## src/rtl/serial_neg_rx.sv

```systemverilog
// serial_neg_rx
// Receive-side companion to the serial two's-complement negator. Takes an
// LSB-first bit stream, applies the copy-until-first-1-then-invert rule to
// undo the negation, deserializes each W-bit frame and presents the word on
// a valid/ready output. Framing violations (stray bits in IDLE, resync in
// the middle of a frame) produce a one-cycle sync_err pulse.
//
// Optional feature: define SERIAL_NEG_RX_OVF_EN to add the ovf output, which
// flags a decoded word equal to the most negative value.

module serial_neg_rx #(
   parameter int W = 8
) (
   input  logic         clk,
   input  logic         rst_n,
   input  logic         in_valid,
   input  logic         in_bit,
   input  logic         in_first,
   output logic         in_ready,
   output logic [W-1:0] out_data,
   output logic         out_valid,
   input  logic         out_ready,
   output logic         sync_err
`ifdef SERIAL_NEG_RX_OVF_EN
   ,
   output logic         ovf
`endif
);

   localparam int            CW       = $clog2(W);
   localparam logic [CW-1:0] LAST     = CW'(W - 1);
   localparam logic [W-1:0]  MOST_NEG = {1'b1, {(W-1){1'b0}}};

   typedef enum logic [1:0] {
      IDLE,
      COPY,
      INVERT,
      HOLD
   } state_t;

   state_t        state;
   logic [W-1:0]  sr;
   logic [CW-1:0] cnt;
   logic          d_bit;
   logic [W-1:0]  sr_next;

   // Bits are only taken when no word is waiting on the output.
   assign in_ready = (state != HOLD);

   // Decoded bit and shifted word for a normal in-frame bit.
   always_comb begin
      d_bit   = in_bit;
      sr_next = sr;
      if (state == INVERT) begin
         d_bit = ~in_bit;
      end
      sr_next = {d_bit, sr[W-1:1]};
   end

   // Frame state machine, shift register, bit counter and registered outputs.
   always_ff @(posedge clk or negedge rst_n) begin
      if (!rst_n) begin
         state     <= IDLE;
         sr        <= '0;
         cnt       <= '0;
         out_data  <= '0;
         out_valid <= 1'b0;
         sync_err  <= 1'b0;
`ifdef SERIAL_NEG_RX_OVF_EN
         ovf       <= 1'b0;
`endif
      end else begin
         sync_err <= 1'b0;
         case (state)
            IDLE: begin
               if (in_valid) begin
                  if (in_first) begin
                     sr    <= {in_bit, {(W-1){1'b0}}};
                     cnt   <= CW'(1);
                     state <= in_bit ? INVERT : COPY;
                  end else begin
                     sync_err <= 1'b1;
                  end
               end
            end
            COPY, INVERT: begin
               if (in_valid) begin
                  if (in_first) begin
                     sync_err <= 1'b1;
                     sr       <= {in_bit, {(W-1){1'b0}}};
                     cnt      <= CW'(1);
                     state    <= in_bit ? INVERT : COPY;
                  end else if (cnt == LAST) begin
                     sr        <= sr_next;
                     cnt       <= '0;
                     out_data  <= sr_next;
                     out_valid <= 1'b1;
                     state     <= HOLD;
`ifdef SERIAL_NEG_RX_OVF_EN
                     ovf       <= (sr_next == MOST_NEG);
`endif
                  end else begin
                     sr    <= sr_next;
                     cnt   <= cnt + CW'(1);
                     if (state == COPY && in_bit) begin
                        state <= INVERT;
                     end
                  end
               end
            end
            HOLD: begin
               if (out_valid && out_ready) begin
                  out_valid <= 1'b0;
                  state     <= IDLE;
`ifdef SERIAL_NEG_RX_OVF_EN
                  ovf       <= 1'b0;
`endif
               end
            end
            default: begin
               state <= IDLE;
            end
         endcase
      end
   end

`ifndef SERIAL_NEG_RX_OVF_EN
   // Without the overflow flag the most-negative constant has no user.
   logic unused_most_neg;
   assign unused_most_neg = ^MOST_NEG;
`endif

endmodule
```

## config.mk

```make
export PLATFORM = sky130hd
export DESIGN_NAME = serial_neg_rx
export DESIGN_NICKNAME = d
export VERILOG_FILES = /design/src/rtl/serial_neg_rx.sv
export SDC_FILE = /design/constraint.sdc
export NUM_CORES = 1
export LEC_CHECK = 0
export CAP_MARGIN = 30
export CORE_UTILIZATION = 55
export CTS_BUF_LIST = sky130_fd_sc_hd__clkbuf_8
export DETAILED_ROUTE_END_ITERATION = 12
export DONT_BUFFER_PORTS = 1
export PLACE_DENSITY = 0.7
export RECOVER_POWER = 25
export SLEW_MARGIN = 10
export SYNTH_ARGS = -nofsm -noshare
export SYNTH_HDL_FRONTEND = slang
export SYNTH_SLANG_ARGS = --single-unit
```

## constraint.sdc

```tcl
create_clock -name clk -period 5 [get_ports clk]
set_input_delay 0.25 -clock clk [delete_from_list [all_inputs] [get_ports clk]]
set_output_delay 0.25 -clock clk [all_outputs]
set_load 0.02 [all_outputs]
```

==> results.cfg <==
[yosys]
syn_area_per_cell_um2 = 11.01
synthTopCellsByCount = dfrtp_1 (22), nand2_1 (22), o21ai_1 (10)
synth_area_um2 = 1090
synth_seq_area_share = 0.5052
ys_warn_count = 0
yosysTopAreaCellShare = 0.5052
synth-seq-cells = 22
synthArstFlopShare = 1.000
synth.area.top_cells = dfrtp_1 (51%), ha_1 (10%), nand2_1 (7.6%)
synth_cell_types = 27
syn-num-nets = 114
yosys.area.top_type = dfrtp_1
synth_flop_cell = dfrtp_1
syn_inst = 99
synth_edf_count = 0

[drt]
routedWlPerCell_um = 13.38
drc = 0
drt_iter0_markers = 18
wl_met3_um = 89
ant_nets = 0
vias = 705
highest_layer = met4
wl_met2_um = 792
wl_mm = 1.713
viasPerCell = 5.508
drt-met1-wl_um = 798
drtPass1Iterations = 4

[layout]
final_cells = 128
finalInstanceArea_um2 = 1171
layout.nets = 119
fin_util = 0.6568
syn_to_final_growth_pct = 7.462
drive_above_1_share = 0.08738
n_antenna_cell = 0

[clock_network]
max-clock-path-buffers = 2
cts_resized = 0
clock-sinks = 22
clk_pin_slew_ps = 70
h-tree-depth = 1
cts_tree = done
clockRootBuffer = clkbuf_8
clk_latency_ps = 250
numCtsBuffers = 3

[place]
port-buffer-count = 0
dp_hpwl_mm = 1.250
place_inst = 122
placed_cell_area_um2 = 1102
gp_congestion = 0.7670

[global_routing]
grt_overflow = 0
grt_pass1_wl_mm = 2.725
grt_max_degree = 23
grt_pass1_vias = 652
antenna_found_initial = 0
track_usage = 0.1826

[timing]
finalMaxSlewViolations = 0
min_period_over_period = 0.4209
tightest_slew_ps = 946.2
rsz0062_at_grt = no
slew_headroom = 0.3692
max_freq_ghz = 0.4752
setup-violations-final = 0
clock_skew_ps = 1.655
fin_tns_setup_ps = 0
whs_ps = 98.81
hold_viol_final = 0
fin_crit_ps = 2104

[hold_path]
hp-class = primary input to register
hold_path_depth = 1
min_to = cnt[1]$_DFFE_PN0P_
hold_start = in_first

[setup_path]
r2r-end = cnt[0]$_DFFE_PN0P_
cp_max_fo = 19
end_kind = register
critPathKind = register to register
r2r_cells = 5
timing.critical_path.required_ps = 5140
arrival_ps = 2240
r2r_setup_slack_ps = 2900
start_kind = register
reg2reg_from = state[0]$_DFFE_PN0P_
worstSetupStartpoint = state[0]$_DFFE_PN0P_

[floorplanning]
io_pins = 17
core_region_area_um2 = 1783
die_area_um2 = 2164
rows = 15
die_h_um = 46.52
die_width_um = 46.52
start_util = 0.6112

[power]
power_density_nw_per_um2 = 514.7
peakVddDrop_mv = 0.3519
p_leak_nw = 0.5571

[job]
drv_cap = 0

[run_status]
outcome = completed
worst max-delay path by stage:
stage	slack, ps	to	cells after the start
after CTS	2890	cnt[0]$_DFFE_PN0P_	5
after global placement	2970	cnt[0]$_DFFE_PN0P_	5
after global routing	2770	cnt[0]$_DFFE_PN0P_	5
final	2900	cnt[0]$_DFFE_PN0P_	5
after floorplan	3250	state[0]$_DFFE_PN0P_	5
after detailed placement	2900	cnt[0]$_DFFE_PN0P_	5
cells by family after synthesis:
| logic type | count (synthesis) | share of synthesized area |
|---|---|---|
| and+or+nand+nor | 30 | 0.1252 |
| DFF | 22 | 0.5052 |
| AOI/OAI and AO/OA | 20 | 0.1171 |
| muxes | 10 | 0.1022 |
| adders and majority gates | 9 | 0.1033 |
| buffers and inverters | 6 | 0.03100 |
| xor gates and xnor gates | 2 | 0.01608 |
per-layer routing:
| metal | vias to the layer above | global-route usage |
|---|---|---|
| li1 | 351 | - |
| met1 | 329 | 0.2211 |
| met2 | 21 | 0.3028 |
| met3 | 4 | 0.03529 |
| met4 | 0 | 0.09412 |
| met5 | - | 0 |
power by group:
group / switching [mW] / internal, mW
sequential: 0.0356 / 0.212
combinational: 0.142 / 0.0941
clock: 0.0495 / 0.0699
total: 0.227 / 0.376
critical path: stages (launching register included):
cell and delay [ps]:
dfrtp_1 390, inv_1 110, ha_1 420, nor2_1 110, o211ai_2 570, mux2_2 400
flip-flops by register name, indices dropped and copies added (netlist names):
| register | count |
|---|---|
| sync_err | 1 |
| sr | 7 |
| out_data | 8 |
| state | 2 |
| out_valid | 1 |
| cnt | 3 |
final cells by class:
type	instances	area (µm²)
clock buffer	4	55.05
fill	153	611.8
timing repair buffer	2	13.76
multi-input combinational	71	505.5
inverter	4	15.01
tap	25	31.28
sequential	22	550.5
timing repair:
| item | CTS | global route |
|---|---|---|
| hold buffers | 1 | 0 |
| hold endpoints to repair | 22 | 0 |
| buffers inserted | 0 | 0 |
placed cells by master, fill, tap and decap left out, types with 2 or more instances in the layout:
master	count
dfrtp_1	22
nand2_1	22
mux2_1	7
inv_1	4
o21ai_1	10
nor2_1	3
o21ai_0	2
mux2_2	2
clkbuf_8	4
ha_1	9
stage by stage:
step | setup WS, ps | total power [mW]
global placement | 2974 | 0.4766
global route | 2767 | 0.6534
CTS | 2885 | 0.6102
finish | 2896 | 0.6028
floorplan | 3250 | 0.4543
detailed placement | 2897 | 0.4837
Power figures use the tool's default switching activity.
